### src/rtl/cart_arb_pkg.sv
// Shared types and constants for the cartridge SDRAM port arbiter.
package cart_arb_pkg;

  typedef enum logic [1:0] {
    IDLE,
    CPU_ACC,
    LD_ACC
  } arb_state_e;

  typedef enum logic {
    GRANT_CPU,
    GRANT_LD
  } grant_e;

  localparam logic [7:0] CPU_DOUT_RST = 8'hFF;

endpackage

### src/rtl/cart_wbuf.sv
// One-entry holding register for ROM-download writes; full doubles as ioctl_wait.
module cart_wbuf #(
  parameter int ADDR_W = 25,
  parameter int DATA_W = 8
) (
  input  logic              clk,
  input  logic              reset,
  input  logic              wr,
  input  logic [ADDR_W-1:0] wr_addr,
  input  logic [DATA_W-1:0] wr_data,
  input  logic              complete,
  output logic              accept,
  output logic              full,
  output logic [ADDR_W-1:0] addr,
  output logic [DATA_W-1:0] data
);

  // A write arriving while full is a loader protocol violation and is dropped.
  assign accept = wr & ~full;

  always_ff @(posedge clk or posedge reset) begin
    if (reset) begin
      full <= 1'b0;
      addr <= '0;
      data <= '0;
    end else if (accept) begin
      full <= 1'b1;
      addr <= wr_addr;
      data <= wr_data;
    end else if (complete) begin
      full <= 1'b0;
    end
  end

endmodule

### src/rtl/cart_mem_arbiter.sv
// Shares the cartridge SDRAM request port between T80 reads and ioctl loader
// writes, with a one-entry CPU read cache and strict alternation under contention.
module cart_mem_arbiter
  import cart_arb_pkg::*;
#(
  parameter int ADDR_W = 25,
  parameter int DATA_W = 8
) (
  input  logic              clk,
  input  logic              reset,
  input  logic              cpu_rd,
  input  logic [ADDR_W-1:0] cpu_addr,
  output logic [DATA_W-1:0] cpu_dout,
  output logic              cpu_wait_n,
  input  logic              ioctl_wr,
  input  logic [ADDR_W-1:0] ioctl_addr,
  input  logic [DATA_W-1:0] ioctl_dout,
  output logic              ioctl_wait,
  output logic              mem_req,
  output logic              mem_we,
  output logic [ADDR_W-1:0] mem_addr,
  output logic [DATA_W-1:0] mem_din,
  input  logic [DATA_W-1:0] mem_dout,
  input  logic              mem_ack
);

  arb_state_e        state, state_n;
  grant_e            last_grant;
  logic              cpu_pend, rd_stale, cache_valid;
  logic [ADDR_W-1:0] rd_addr, cache_addr;
  logic [DATA_W-1:0] cache_data;
  logic              wb_accept, wb_full;
  logic [ADDR_W-1:0] wb_addr;
  logic [DATA_W-1:0] wb_data;
  logic              cpu_hit, cpu_miss;
  logic              start_cpu, start_ld, cpu_done, ld_done;

  cart_wbuf #(.ADDR_W(ADDR_W), .DATA_W(DATA_W)) u_wbuf (
    .clk      (clk),
    .reset    (reset),
    .wr       (ioctl_wr),
    .wr_addr  (ioctl_addr),
    .wr_data  (ioctl_dout),
    .complete (ld_done),
    .accept   (wb_accept),
    .full     (wb_full),
    .addr     (wb_addr),
    .data     (wb_data)
  );

  assign ioctl_wait = wb_full;
  assign cpu_wait_n = ~cpu_pend;

  assign cpu_hit  = cpu_rd & ~cpu_pend & cache_valid & (cpu_addr == cache_addr);
  assign cpu_miss = cpu_rd & ~cpu_pend & ~cpu_hit;

  always_ff @(posedge clk or posedge reset) begin
    if (reset) state <= IDLE;
    else       state <= state_n;
  end

  always_comb begin
    state_n   = state;
    start_cpu = 1'b0;
    start_ld  = 1'b0;
    cpu_done  = 1'b0;
    ld_done   = 1'b0;
    case (state)
      IDLE: begin
        // Under contention the requester that was not served last wins.
        if (cpu_pend && (!wb_full || last_grant == GRANT_LD)) begin
          state_n   = CPU_ACC;
          start_cpu = 1'b1;
        end else if (wb_full) begin
          state_n  = LD_ACC;
          start_ld = 1'b1;
        end
      end
      CPU_ACC: begin
        if (mem_ack) begin
          state_n  = IDLE;
          cpu_done = 1'b1;
        end
      end
      LD_ACC: begin
        if (mem_ack) begin
          state_n = IDLE;
          ld_done = 1'b1;
        end
      end
      default: state_n = IDLE;
    endcase
  end

  always_ff @(posedge clk or posedge reset) begin
    if (reset) begin
      mem_req  <= 1'b0;
      mem_we   <= 1'b0;
      mem_addr <= '0;
      mem_din  <= '0;
    end else if (start_cpu) begin
      mem_req  <= 1'b1;
      mem_we   <= 1'b0;
      mem_addr <= rd_addr;
    end else if (start_ld) begin
      mem_req  <= 1'b1;
      mem_we   <= 1'b1;
      mem_addr <= wb_addr;
      mem_din  <= wb_data;
    end else if (cpu_done || ld_done) begin
      mem_req  <= 1'b0;
    end
  end

  always_ff @(posedge clk or posedge reset) begin
    if (reset) begin
      cpu_pend   <= 1'b0;
      cpu_dout   <= DATA_W'(CPU_DOUT_RST);
      rd_addr    <= '0;
      last_grant <= GRANT_LD;
    end else begin
      if (cpu_hit) cpu_dout <= cache_data;
      if (cpu_miss) begin
        cpu_pend <= 1'b1;
        rd_addr  <= cpu_addr;
      end
      if (cpu_done) begin
        cpu_dout   <= mem_dout;
        cpu_pend   <= 1'b0;
        last_grant <= GRANT_CPU;
      end
      if (ld_done) last_grant <= GRANT_LD;
    end
  end

  // A loader write landing from miss capture until read completion may
  // overwrite what the read fetched, so that read must not populate the cache.
  always_ff @(posedge clk or posedge reset) begin
    if (reset) begin
      rd_stale    <= 1'b0;
      cache_valid <= 1'b0;
      cache_addr  <= '0;
      cache_data  <= '0;
    end else begin
      if (cpu_done)                            rd_stale <= 1'b0;
      else if (wb_accept && (cpu_pend || cpu_miss)) rd_stale <= 1'b1;

      if (wb_accept)                  cache_valid <= 1'b0;
      else if (cpu_done && !rd_stale) cache_valid <= 1'b1;

      if (cpu_done) begin
        cache_addr <= rd_addr;
        cache_data <= mem_dout;
      end
    end
  end

endmodule

### config.mk
export PLATFORM = sky130hd
export DESIGN_NAME = cart_mem_arbiter
export DESIGN_NICKNAME = d
export VERILOG_FILES = /design/src/rtl/cart_arb_pkg.sv /design/src/rtl/cart_wbuf.sv /design/src/rtl/cart_mem_arbiter.sv
export SDC_FILE = /design/constraint.sdc
export NUM_CORES = 1
export LEC_CHECK = 0
export BUFFER_PORTS_ARGS = -buffer_cell sky130_fd_sc_hd__buf_4
export CORE_MARGIN = 2
export CORE_UTILIZATION = 50
export DETAILED_ROUTE_END_ITERATION = 10
export HOLD_SLACK_MARGIN = 0.08
export PLACE_DENSITY = 0.76
export SYNTH_ARGS = -nofsm -noshare
export SYNTH_HDL_FRONTEND = slang
export SYNTH_SLANG_ARGS = --single-unit
### constraint.sdc
create_clock -name clk -period 4.6 [get_ports clk]
set_clock_uncertainty 0.2 [all_clocks]
set_input_delay 0.69 -clock clk [delete_from_list [all_inputs] [get_ports clk]]
set_output_delay 0.69 -clock clk [all_outputs]
set_load 0.01 [all_outputs]
======== After elaboration in Yosys (flattened, before gate mapping) ========
Index checks and enable logic that the tools add are counted.
word-level totals
  register bits after elaboration ......... 141
  input port bits ......................... 71
  word-level logic and storage cells ...... 81
cells by class
  eq/ne operators ......................... 5
  multiplexer cells ....................... 31
  bitwise gates (word level) .............. 9
  reductions and logical operators ........ 20
operator list
  cell                                                                      count
  25-bit 2-to-1 mux                                                         2
  25-bit equality test                                                      1
  1-bit 2-to-1 mux                                                          23
  8-bit 2-to-1 mux                                                          2
  2-bit nonzero test                                                        7
  2-bit 2-to-1 mux                                                          3
  1-bit AND                                                                 5
  1-bit NOT                                                                 4
  2-bit one-hot mux with 2 select lines                                     1
  2-bit AND reduction                                                       2
  1-bit logical AND                                                         3
  1-bit logical OR                                                          3
  3-bit by 2-bit inequality test with 1-bit output (second input constant)  1
  3-bit nonzero test                                                        1
  2-bit by 1-bit equality test with 1-bit output (second input constant)    1
  2-bit equality test (second input constant)                               1
  1-bit zero test                                                           2
  2-bit zero test                                                           1
  2-bit by 1-bit inequality test with 1-bit output (second input constant)  1
  2-bit OR reduction                                                        1

======== Depth between registers and ports, before layout ========
Gate-level depths: netlist (run 1).
  word-level depth ........................ 10
  gate-level depth with buffers ........... 8
  gate-level depth less buffers ........... 7

======== By module ========
From an unflattened synthesis (run 1), not the netlist that was laid out.
second synthesis, totals
  cell total of the unflattened synthesis .. 461
  area, all modules ....................... 6,072.1 µm²
by module, submodules not included
  module            times used  cells each  area an instance (µm²)  seq. area each (µm²)
  cart_mem_arbiter  1           386         4,648.2                 2,688.8
  cart_wbuf         1           75          1,423.9                 850.8

======== Least setup slack after synthesis (run 1) ========
Ideal clock, no wire load.
  path type ............................... input to register
  start ................................... input port cpu_addr[15]
  end ..................................... register rd_addr[0]
  library setup time ...................... 0.125 ns
  data arrival time ....................... 2.214 ns
  data required time ...................... 4.275 ns
  path slack .............................. 2.061 ns
  stages .................................. 6
  cells stage by stage .................... xnor2_1 -> nand4_1 -> or4_4 -> o21ai_4 -> buf_12 -> mux2_4
between the ends
  cells in the longest elaborated chain, start to end .. 4
ends and longest elaborated chain
  item                    line                     RTL
  start: declaration      cart_mem_arbiter.sv:12   input logic [ADDR_W-1:0] cpu_addr,
  25-bit equality test    cart_mem_arbiter.sv:54   assign cpu_hit = cpu_rd & ~cpu_pend & cache_valid & (cpu_addr == cache_addr);
  1-bit AND               cart_mem_arbiter.sv:54
  1-bit NOT               cart_mem_arbiter.sv:55   assign cpu_miss = cpu_rd & ~cpu_pend & ~cpu_hit;
  1-bit AND               cart_mem_arbiter.sv:55
  end signal: assignment  cart_mem_arbiter.sv:125  rd_addr <= cpu_addr;
  end: declaration        cart_mem_arbiter.sv:30   logic [ADDR_W-1:0] rd_addr, cache_addr;
No other way between the ends.
A chain may end at the register's enable or synchronous reset.

======== Worst setup path in the final report (run 1) ========
  start ................................... register cache_addr[15]
  end ..................................... register rd_addr[18]
between the ends
  cells in the longest elaborated chain, start to end .. 4
ends and longest elaborated chain
  item                      line                     RTL
  start: declaration        cart_mem_arbiter.sv:30
  start signal: assignment  cart_mem_arbiter.sv:152  cache_addr <= rd_addr;
  25-bit equality test      cart_mem_arbiter.sv:54
  1-bit AND                 cart_mem_arbiter.sv:54
  1-bit NOT                 cart_mem_arbiter.sv:55
  1-bit AND                 cart_mem_arbiter.sv:55
No other way between the ends.

==> results of run 1 <==
[layer usage]
metal  vias up  GRT usage [%]  part of all wire [%]
li1       1803              -                     -
met1      1917           31.1                    47
met2        96           31.3                    47
met3        10           6.64                   5.6
met4         0           6.99                  0.80
met5         -              0                     0
[power by group through the flow]
stage          Sequential [mW]  Clock [mW]  Combinational [mW]
4_1_cts                   2.36        1.36                2.05
2_1_floorplan             2.31           0                1.33
3_3_place_gp              2.34           0                1.97
6_report                  2.36        1.33                2.02
3_5_place_dp              2.36           0                2.05
5_1_grt                   2.44        1.41                2.23
[synth_stat cells]
master and number:
sky130_fd_sc_hd__dfrtp_1 132, sky130_fd_sc_hd__nand2_1 81, sky130_fd_sc_hd__mux2_2 79, sky130_fd_sc_hd__nor2_1 28, sky130_fd_sc_hd__a31oi_1 25, sky130_fd_sc_hd__clkbuf_1 20, sky130_fd_sc_hd__mux2_4 20, sky130_fd_sc_hd__xnor2_1 13
sky130_fd_sc_hd__xor2_1 12, sky130_fd_sc_hd__dfstp_2 9, sky130_fd_sc_hd__inv_1 6, sky130_fd_sc_hd__nand3_1 5, sky130_fd_sc_hd__a21oi_1 3, sky130_fd_sc_hd__ha_1 3, sky130_fd_sc_hd__nand4_1 3, sky130_fd_sc_hd__nor4_1 3
sky130_fd_sc_hd__o21ai_0 3, sky130_fd_sc_hd__buf_12 2, sky130_fd_sc_hd__nor2b_1 2, sky130_fd_sc_hd__o22ai_1 2, sky130_fd_sc_hd__a21o_1 1, sky130_fd_sc_hd__a22o_1 1, sky130_fd_sc_hd__and3_1 1, sky130_fd_sc_hd__nor2b_4 1
sky130_fd_sc_hd__o211ai_1 1, sky130_fd_sc_hd__o21a_1 1, sky130_fd_sc_hd__o21ai_2 1, sky130_fd_sc_hd__o21ai_4 1, sky130_fd_sc_hd__or4_4 1
[flip-flops by register name (all words and copies together) (netlist names)]
signal and count:
cache_data 8, mem_din 8, rd_stale 1, u_wbuf.full 1
u_wbuf.addr 25, cpu_dout 8, cache_valid 1, u_wbuf.data 8
cache_addr 25, mem_we 1, mem_addr 25, rd_addr 25
last_grant 1, cpu_pend 1, state 2, mem_req 1
[stage by stage]
step / total power [mW] / instance area, µm² / hold WS, ns
6_report: 5.72 / 7480 / 0.265
5_1_grt: 6.08 / 7480 / 0.289
4_1_cts: 5.77 / 7480 / 0.272
3_5_place_dp: 4.41 / 6890 / 0.259
3_3_place_gp: 4.31 / 6890 / 0.246
2_1_floorplan: 3.65 / 5900 / 0.235
[layout make-up]
cell class                 count  area (µm²)  share of cell area [%]
clock buffer                  27         533                    7.13
clock inverter                 5        52.6                   0.703
inverter                       6        26.3                   0.351
multi-input combinational    291        2220                    29.8
sequential                   141        3540                    47.3
tap                          143         179                    2.39
timing repair buffer         121         921                    12.3
[path summary, 6_finish.rpt]
path                       cells after the start  slack [ns]                     endpoint                        from
setup reg to reg                               6        1.63      rd_addr[18]$_DFFE_PP0P_  cache_addr[15]$_DFFE_PP0P_
hold / removal                                 3        0.27  u_wbuf.addr[13]$_DFFE_PP0P_                       reset
max in group asynchronous                      3        3.33    cache_addr[2]$_DFFE_PP0P_                       reset
hold reg to reg                                2        0.27       mem_din[0]$_DFFE_PP0P_  u_wbuf.data[0]$_DFFE_PP0P_
min in group clk                               2        0.27       mem_din[0]$_DFFE_PP0P_  u_wbuf.data[0]$_DFFE_PP0P_
setup / recovery                               6        1.63      rd_addr[18]$_DFFE_PP0P_  cache_addr[15]$_DFFE_PP0P_
[kinds of logic after synthesis]
kind of cell	after synthesis
flip-flops	141
AND/OR/NAND/NOR	125
multiplexers	99
AO/OA/AOI/OAI	39
buffers and inverters	28
XOR/XNOR	25
adder cells (fa/ha/maj)	3
[tightest hold or removal path, cell delays in order]
cell and delay (ns):
sky130_fd_sc_hd__buf_4 0.12, sky130_fd_sc_hd__clkinvlp_4 0.07, sky130_fd_sc_hd__buf_12 0.50
==> results list, run 1 <==
- The number of antenna diodes in the final layout is 0.
- Buffers inserted to repair hold after CTS numbered 0.
- Post-cts sizing count: 0
- Parity-gate share of the synthesized area counting xor and xnor cells: 3.71%
- STA puts the critical path data required time at 4.70 ns.
* Worst-case setup slack after placement: 1.21 ns
- The mapped netlist covers 5890 µm².
- Per-cell routed wire length: 17.5 µm
- Counting I/O delays and the setup requirement, the final critical path takes 2.97 ns.
- Measured along the x axis, the die boundary spans 113 µm.
* Clock network latency to the later pin of the worst-skew pair: 0.42 ns
* Placed insts: 702
- Seq/Total Area, Yosys: between 60% and 70%
- Count of final hold-check violations: 0
- Final period util: 64.5%
- Sequential cells account for 41.3% of the total power.
- The share of total power dissipated in combinational logic is approximately 35%.
- Half-perimeter wire length of the detailed placement result: 8690 µm
- Number of buffers inserted by port buffering: 115
- After detailed routing, the number of remaining DRC violations is 0.
- Setup repair after global routing missed its margin: false
* Number of buffers on the longest clock path: 2
* CTS Sinks: 141
- Tightest Hold Check Type: primary input to asynchronous set/reset pin
- Main area contributors after synthesis: sky130_fd_sc_hd__dfrtp_1, sky130_fd_sc_hd__mux2_2, sky130_fd_sc_hd__nand2_1, sky130_fd_sc_hd__mux2_4, sky130_fd_sc_hd__dfstp_2
- Post-synthesis area per instance: 12.8 µm²
- Once the floorplan was initialized, standard cells occupied between 50% and 60% of the core.
- Buffers & Inverters on Critical Path: 1
- The net count of the finished layout is 652.
- Pin placement for this block handled between 100 and 150 I/O pins.
* Post-detailed-routing wire length: 12,800 µm
- Status: completed
* TritonCTS clock tree: done
- Number of antenna violations at the first check in global routing: 0
- Setup violations remaining at the end of the flow were counted as 0.
- Share of cell area taken by muxes after synthesis: 20.2%
- The worst pin sits at a relative slew slack of ~30%.
- Setup slack after layout: approximately 1.6 ns
- DIE HEIGHT: 113 µm
- Clock-pin slew was measured on the worst setup and hold paths at 0.06 ns.
- The post-route netlist has 44.7% of its cells at a drive strength greater than 1.
- Pin count of the biggest net entering global routing: 142
- Number of distinct standard cells referenced by the synthesized netlist: 29
* Compound-Gate Fraction of Synth Area: 4.33%
* # rows: 39
* Data arrival, critical path: ~3 ns
* VDD IR-drop max: 493 µV
* Net switching power: 1.87 mW
- Cells traversed along the worst timing path: xnor2_1 > nand4_1 > or4_4 > o21ai_4 > buf_4 > mux2_4
* Number of setup buffers added after CTS: 0
* Total CTS buffers: 17
- Counting the fill cells in the layout gives 853.
- Yosys printed 0 warnings.
- The die covers 12,700 µm².
- Number of slew-limit violations in the final report: 0
- Maximum achievable frequency: around 0.34 GHz
* Most common cell after layout, fill and taps aside: sky130_fd_sc_hd__dfrtp_1
- Compared with the post-synthesis result, the final layout area differs by 26.8%.
- For this run, the share of the core covered by cells in the final layout is 65.2%.
- Antenna viol nets, final: 0
- Clock power share: 23.3%
- The first global-routing pass estimated between 20,000 and 25,000 µm of wire.
* # H-tree levels: 4
* Dominant combinational cell family by area after synthesis: multiplexers
- STA classifies the critical path startpoint as a flip-flop.
- Via-per-instance ratio: 5.21
- Via count of the first global-routing pass: 4,012
- Synthesis inferred 141 register bits.
- Once layout is complete, the cells apart from fillers number 734.
- Element type at the critical path end: flip-flop
- Leakage: 3.53 nW
- In this run the biggest area consumer among cell types represents 56.0% of the synthesized area.
* Total power density per cell area: 764 nW/µm²
- Share of synthesized cell area in and, or, nand and nor gates: just under 9%
* WS Path Type: flip-flop to flip-flop
- In the global route stage, overall resource usage came out at 21.5%.
* Cells after Synth: 460
- Among cell families on the critical path, the largest total delay comes from simple AND/OR/NAND/NOR gates.
* Detailed Route Iter0 Violations: 276
- Crit path largest cell delay: 0.70 ns
* Total via count after detailed routing: 3,826
- In the layout the commonest cells are sky130_fd_sc_hd__dfrtp_1, sky130_fd_sc_hd__buf_4, sky130_fd_sc_hd__nand2_1.
* Cell type with the highest aggregate area in the netlist: sky130_fd_sc_hd__dfrtp_1
- For the pin with the worst max-slew slack, the measured transition is 1.04 ns.
- The core region is 11,500 µm².
- Of the total synthesized cell area, the portion taken by full adders, half adders and majority gates is 0.637%.
- Before antenna repair, the detailed router went through 4 iterations.
- At the end of routability-driven placement, the weighted congestion stood at between 0.8 and 0.9.
- Across the run, the number of max-cap violations was 0.
* Mapped Nets: 534
- Global routing finished with a remaining overflow of 0.
- Adding up every negative setup slack in the final design gives 0 ns.
- Switching share of total power: 32.7%
* Highest fanout seen on the critical path: 20
- Total internal power: 3.85 mW
- Max stage delay cell, worst path: sky130_fd_sc_hd__o21ai_4
- In this run the clock root is driven by a sky130_fd_sc_hd__clkbuf_16.
Note: power is estimated with default switching activity, not from simulation.
==> inputs of run 2 (changes only) <==
- CORE_UTILIZATION: 50 -> 55
- PLACE_DENSITY: 0.76 -> 0.8
- clock period: 4.6 -> 2.92 ns (I/O delays scaled with it)
==> run 2 against run 1 <==
Effect of this change:
- sequential cell count unchanged
- setup slack got worse by 1.3 ns
- final cell count increased by 9.3%
- die area decreased by 8.8%
- sequential share of layout area decreased by 4.6 points
- critical endpoint is now cpu_dout[6]$_DFFE_PP1P_
- largest cell class unchanged
==> results list, run 2 (synthesis gave the netlist of run 1 again) <==
- Status: completed
* Pin slew with the least headroom to its limit: 0.669 ns (-0.374 ns)
- The required time of the critical path is 3.17 ns (-1.53 ns).
- The height of the die is 108 µm (-4.5%).
- Via count of the first global-routing pass: 4,546 (+13%)
- Count of final hold-check violations: 0 (unchanged)
- Kind of start point of the critical path: primary input
- The power share of the sequential group is 38.9% (-2.4 points).
- Number of buffers on the longest clock path: 2 (unchanged)
- Effective utilization at floorplan: 56.8% (+5.4 points)
- The total clock buffers created by CTS came to 17 (unchanged).
- The part of the total power dissipated in the clock network was 24.6% (+1.3 points).
- TritonCTS built the clock tree.
* Final number of setup-violating endpoints: 0 (unchanged)
- The number of iterations in the first detailed-routing pass is 4 (unchanged).
* Cells traversed along the worst timing path: dlygate4sd3_1 > buf_4 > xnor2_1 > nand3_1 > or4_4 > o21ai_2 > mux2_2
- Clock network latency to the later pin of the worst-skew pair: 0.53 ns (+0.11 ns)
- Leakage: 3.88 nW (+9.9%)
- The total setup buffers inserted after CTS was 0 (unchanged).
- The setup TNS was 0 ns (unchanged).
- The worst setup margin was 0.315 ns (-1.32 ns).
* Setup repair after global routing missed its margin: false
- Post-detailed-routing wire length: 13,900 µm (+8.4%)
- The quantity of I/O buffers inserted on ports came to 115 (unchanged).
* # rows: 37 (-5.1%)
* Area of the core: 10,400 µm² (-9.6%)
* WS Path Type: primary input to flip-flop
* Crit path largest cell delay: 0.56 ns (-0.14 ns)
* Switching share of total power: 32.6% (-0.13 points)
- Max stage delay cell, worst path: sky130_fd_sc_hd__dlygate4sd3_1
* Layout cell share with drive strength beyond 1: 40.9% (-3.8 points)
* Area of the multi-input gates: 2230 µm² (+0.11%)
- Total I/O pin count: 116 (unchanged)
- The worst vdd rail ir drop was 681 µV (+38%).
* Area grow syn2layout: 40.6%
- The total routing resource utilization after global routing is 25.8% (+4.3 points).
- Half-perimeter wire length of the detailed placement result: 8740 µm (+0.52%)
- The worst register-to-register path begins at cache_addr[23]$_DFFE_PP0P_.
* Highest fanout seen on the critical path: 8 (-60%)
* Number of maximum-capacitance constraint violations: 0 (unchanged)
* Commonest cells after routing, fill and taps aside: sky130_fd_sc_hd__dfrtp_1, sky130_fd_sc_hd__buf_4, sky130_fd_sc_hd__nand2_1
- Residual overflow from global routing: 0 (unchanged)
* Drc violations: 0 (unchanged)
* Per-cell routed wire length: 17.3 µm (-0.80%)
- Final period util: 89.2%
- Leaving out fill and tap cells, the most frequent cell in the layout is sky130_fd_sc_hd__dfrtp_1.
- Pin count of the biggest net entering global routing: 49 (-65%)
* Cell at the root of the clock tree: sky130_fd_sc_hd__clkbuf_8
- Detailed Route Iter0 Violations: 162 (-41%)
* Number of antenna violations at the first check in global routing: 1 (+1)
- The total via count after detailed routing is 4,200 (+9.8%).
- Die Footprint: 11,600 µm² (-8.8%)
- The die span in x is 108 µm (-4.5%).
* Data arrival, critical path: 2.86 ns (-0.20 ns)
* Wire length of the first global-routing pass: 22,700 µm (+8.3%)
- The register-to-register setup slack was 0.52 ns (-1.11 ns).
* Number of inserted filler cells in the final layout: 584 (-32%)
- Maximum achievable frequency: 0.384 GHz
* End of the worst hold path: rd_stale$_DFFE_PP0P_
- The pre-CTS setup slack came to 0.355 ns (-0.853 ns).
- R2r endpoint: cpu_dout[6]$_DFFE_PP1P_
- Hold-critical path depth: 3
- The average via count per standard cell was 5.24 (+0.47%).
* Final Critical Period: 2.61 ns
* Post-layout nets: 726 (+11%)
- The power density of the placed cells came to 1140 nW/µm² (+49%).
- The storage element area is 3540 µm² (unchanged).
- The count of antenna-violating nets left after detailed routing was 0 (unchanged).
* # H-tree levels: 4 (unchanged)
* Element type at the critical path end: flip-flop
- The relative max-transition margin was 55.3% (+25 points).
- The number of cell instances on the worst register-to-register path is 5 (-1).
* Core utilization of the finished layout: 79.9% (+15 points)
- The routability congestion estimate from global placement is 0.808 (+0.27%).
- Tightest Hold Check Type: primary input to flip-flop
- The total internal power came to 6.37 mW (+65%).
* Combinational group share of total power: 36.6% (+1.2 points)
* CTS Sinks: 141 (unchanged)
- Start point of the worst hold path: cpu_rd
* Clock edge transition at the registers on the reported setup and hold paths: 0.06 ns (about the same)
* Net switching power: 3.07 mW (+65%)
- Number of slew-limit violations in the final report: 0 (unchanged)
## run 2: worst max-delay path by stage
stage	slack (ns)	startpoint	end	depth (start not counted)
after global placement	0.41	cpu_addr[23]	rd_addr[24]$_DFFE_PP0P_	7
after CTS	0.33	cpu_addr[4]	cpu_dout[6]$_DFFE_PP1P_	7
final	0.31	cpu_addr[4]	cpu_dout[6]$_DFFE_PP1P_	7
after global routing	0.29	cpu_addr[23]	cpu_dout[3]$_DFFE_PP1P_	7
after floorplan	0.53	reset	cache_addr[0]$_DFFE_PP0P_	1
after detailed placement	0.36	cpu_addr[23]	cpu_dout[6]$_DFFE_PP1P_	6
## run 2: final cells by class
type / count / share of cell area [%]
repair buffers: 195 / 20.3
inverters: 6 / 0.317
flip-flops and latches: 141 / 42.7
clock buffers: 21 / 5.42
clock inverters: 11 / 2.29
well taps: 136 / 2.05
diodes: 1 / 0.0302
multi-input cells: 291 / 26.9
## run 2: power by group through the flow
stage,Clock (mW),Sequential (mW),Combinational (mW)
global placement,0,3.61,3.19
global route,2.44,3.78,3.77
floorplan,0,3.64,2.10
CTS,2.33,3.65,3.44
finish,2.32,3.67,3.45
detailed placement,0,3.66,3.33
## run 2: timing repair
action | CTS | global route
hold buffers | 68 | 0
gates resized for setup | 0 | 0
endpoints found under the setup margin | 0 | 0
endpoints found under the hold margin | 94 | 0
## run 2: worst max-delay path: cells and delay by family
kind,cells,cell delay [ns]
AO/OA/AOI/OAI,1,0.41
XOR/XNOR,1,0.21
buffers and inverters,2,0.71
multiplexers,1,0.40
AND/OR/NAND/NOR,2,0.68
## run 2: routing by layer
metal  vias up  track usage, %  wire [µm]
li1       1955               -          -
met1      2092            32.0       5850
met2       130            42.7       7000
met3        23            6.66        791
met4         0            11.4        260
met5         -               0          0
## run 2: through the flow
stage / instances / total power, mW / cell area (µm²) / hold slack, ns
after floorplan: 460 / 5.75 / 5900 / 0.235
after global placement: 701 / 6.81 / 6970 / 0.245
after detailed placement: 701 / 6.99 / 6970 / 0.255
after CTS: 801 / 9.42 / 8290 / 0.0887
after global routing: 802 / 9.99 / 8290 / 0.0985
final: 802 / 9.44 / 8290 / 0.0945
==> inputs of run 3 (changes only) <==
- CTS_CLUSTER_DIAMETER: not set -> 50
- MAX_ROUTING_LAYER: not set -> met4
==> run 3 against run 2 <==
Effect of this change:
- first-iteration DRC count increased by 34%
- sequential cell count unchanged
- global-route usage increased by 0.75 points
- via count increased by 0.38%
- critical endpoint unchanged
- largest power group unchanged
- sequential power about the same
- highest routed layer unchanged
==> results list, run 3 (synthesis gave the netlist of run 1 again) <==
* Status: completed
- Setup repair after global routing left no endpoint under its margin.
- Setup slack after layout: 0.300 ns (-0.0145 ns)
- The total number of placement rows came to 37 (unchanged).
* Number of slew-limit violations in the final report: 0 (unchanged)
* Number of setup buffers added after CTS: 0 (unchanged)
- The initial antenna violation count came to 1 (unchanged).
- The minimum hold slack is 0.113 ns (+0.0182 ns).
* Element type at the critical path end: flip-flop
- The signal on the critical path passes through dlygate4sd3_1 > buf_4 > xnor2_1 > nand3_1 > or4_4 > o21ai_2 > mux2_2.
- Total Routing Usage GR: 26.6% (+0.75 points)
- Via-per-instance ratio: 5.26 (+0.38%)
- The slowest stage of the critical path belongs to the cell sky130_fd_sc_hd__dlygate4sd3_1.
- Data arrival, critical path: 2.87 ns (about the same)
- Placed insts: 701 (unchanged)
- The root buffer cell chosen for the clock tree is sky130_fd_sc_hd__clkbuf_8.
* Per-cell routed wire length: 17.4 µm (+0.22%)
* Tightest Hold Check Type: primary input to flip-flop
- TritonCTS built the clock tree.
- CP Launch Point: cpu_addr[4]
- The number of gates resized after CTS is 0 (unchanged).
* Number of buffers on the longest clock path: 2 (unchanged)
* Effective utilization at floorplan: 56.8% (unchanged)
- Die W: 108 µm (unchanged)
* Number of maximum-capacitance constraint violations: 0 (unchanged)
- The power density of the placed cells was 1140 nW/µm² (about the same).
- The count of unresolved DRC violations after routing is 0 (unchanged).
- The worst vdd rail ir drop is 680 µV (-0.10%).
- Beginning of the worst register-to-register path: cache_addr[23]$_DFFE_PP0P_
- Leakage: 3.88 nW (unchanged)
- Buffers & Inverters on Critical Path: 2 (unchanged)
* Top cell family by delay on the critical path: buffers and inverters
- The total clock buffers created by CTS was 17 (unchanged).
* Total via count after detailed routing: 4,216 (+0.38%)
- The maximum net fanout on the critical path came to 8 (unchanged).
- The overall overflow remaining after global route came to 0 (unchanged).
- The highest clock rate is 0.382 GHz (-0.55%).
- The transition time at the pin with the least slew margin was 0.677 ns (+0.00828 ns).
- The post-layout utilization of the core is 79.9% (unchanged).
* Required time at the endpoint of the critical path: 3.17 ns (about the same)
* Post-layout nets: 726 (unchanged)
- Wire length of the first global-routing pass: 22,600 µm (-0.21%)
- The shortest period the worst path allows came to 2.62 ns (+0.0145 ns).
- Area grow syn2layout: 40.6% (unchanged)
* Clock edge transition at the registers on the reported setup and hold paths: 0.06 ns (about the same)
- The worst setup path is launched from a primary input.
* Via count of the first global-routing pass: 4,542 (-0.088%)
- The clock sink total was 141 (unchanged).
* Antenna viol nets, final: 0 (unchanged)
* Final GP Congestion: 0.820 (+1.5%)
- Area of the core: 10,400 µm² (unchanged)
* Total I/O pin count: 116 (unchanged)
- WS Path Type: primary input to flip-flop
* Number of buffers inserted by port buffering: 115 (unchanged)
- The share of cells above drive strength 1 came to 40.9% (unchanged).
* Number of non-filler instances in the completed layout: 802 (unchanged)
- The total count of hold-check failures in the final report came to 0 (unchanged).
* Remaining max-slew budget at the tightest pin: 54.8% (-0.55 points)
- The setup TNS came to 0 ns (unchanged).
- Pin count of the biggest net entering global routing: 49 (unchanged)
- Detailed Route Iter0 Violations: 217 (+34%)
- The final setup violation count is 0 (unchanged).
* Final design instance area without fill: 8290 µm² (unchanged)
- The height of the die came to 108 µm (unchanged).
- The post-detailed-placement cell area came to 6970 µm² (unchanged).
- The largest stage delay on the critical path was 0.56 ns (about the same).
- The count of hold buffers inserted by post-cts repair came to 68 (unchanged).
- The clock latency at the later pin of the worst-skew pair was 0.52 ns (about the same).
* Half-perimeter wire length of the detailed placement result: 8740 µm (unchanged)
- The pre-CTS setup slack is 0.355 ns (unchanged).
* Final period util: 89.7% (+0.50 points)
- Post-detailed-routing wire length: 13,900 µm (+0.22%)
- Total iterations of the first detailed-routing run: 5 (+1)
* Start point of the worst hold path: cpu_rd
- The number of H-tree levels came to 4 (unchanged).
- Die Footprint: 11,600 µm² (unchanged)
- In the layout the commonest cells are sky130_fd_sc_hd__dfrtp_1, sky130_fd_sc_hd__buf_4, sky130_fd_sc_hd__nand2_1.
* Most common cell after layout, fill and taps aside: sky130_fd_sc_hd__dfrtp_1
- Design Power: 9.45 mW (about the same)
-- run 3: cell counts in the layout (fill, tap and decap cells not counted) --
Identical to the previous run, type by type.
-- run 3: per-layer routing --
layer  GRT usage [%]  vias up  part of all wire, %
met2            42.7      127                   50
met4            10.5        0                  2.2
met3            6.84       22                  4.7
met1            32.4     2113                   43
li1                -     1954                    -
met5               -        -                    0
-- run 3: cell type report --
cell class / count / area, µm²
clock inverter: 11 / 190
fill: 584 / 2080
tap: 136 / 170
multi-input combinational: 291 / 2230
sequential: 141 / 3540
inverter: 6 / 26.3
antenna: 1 / 2.50
timing repair buffer: 195 / 1680
clock buffer: 21 / 449
-- run 3: worst register-to-register path: stages, from the launching register on --
cell and delay [ns]:
sky130_fd_sc_hd__dfrtp_1 0.39, sky130_fd_sc_hd__xnor2_1 0.21, sky130_fd_sc_hd__nand4_1 0.13, sky130_fd_sc_hd__or4_4 0.59, sky130_fd_sc_hd__o21ai_2 0.43, sky130_fd_sc_hd__mux2_2 0.41
-- run 3: path summary, 6_finish.rpt --
path	endpoint	slack, ns	cells after the start
worst min register to register	mem_din[7]$_DFFE_PP0P_	0.27	2
max in group asynchronous	cpu_dout[5]$_DFFE_PP1P_	1.40	4
min in group asynchronous	u_wbuf.addr[8]$_DFFE_PP0P_	0.37	3
worst max-delay path	cpu_dout[6]$_DFFE_PP1P_	0.30	7
worst max register to register	cpu_dout[6]$_DFFE_PP1P_	0.51	5
worst min-delay path	rd_stale$_DFFE_PP0P_	0.11	3
-- run 3: report_power, final --
group          switching (mW)  total (mW)  internal (mW)
sequential              0.651        3.68           3.03
clock                   0.794        2.31           1.52
combinational            1.63        3.46           1.82
total                    3.08        9.45           6.37
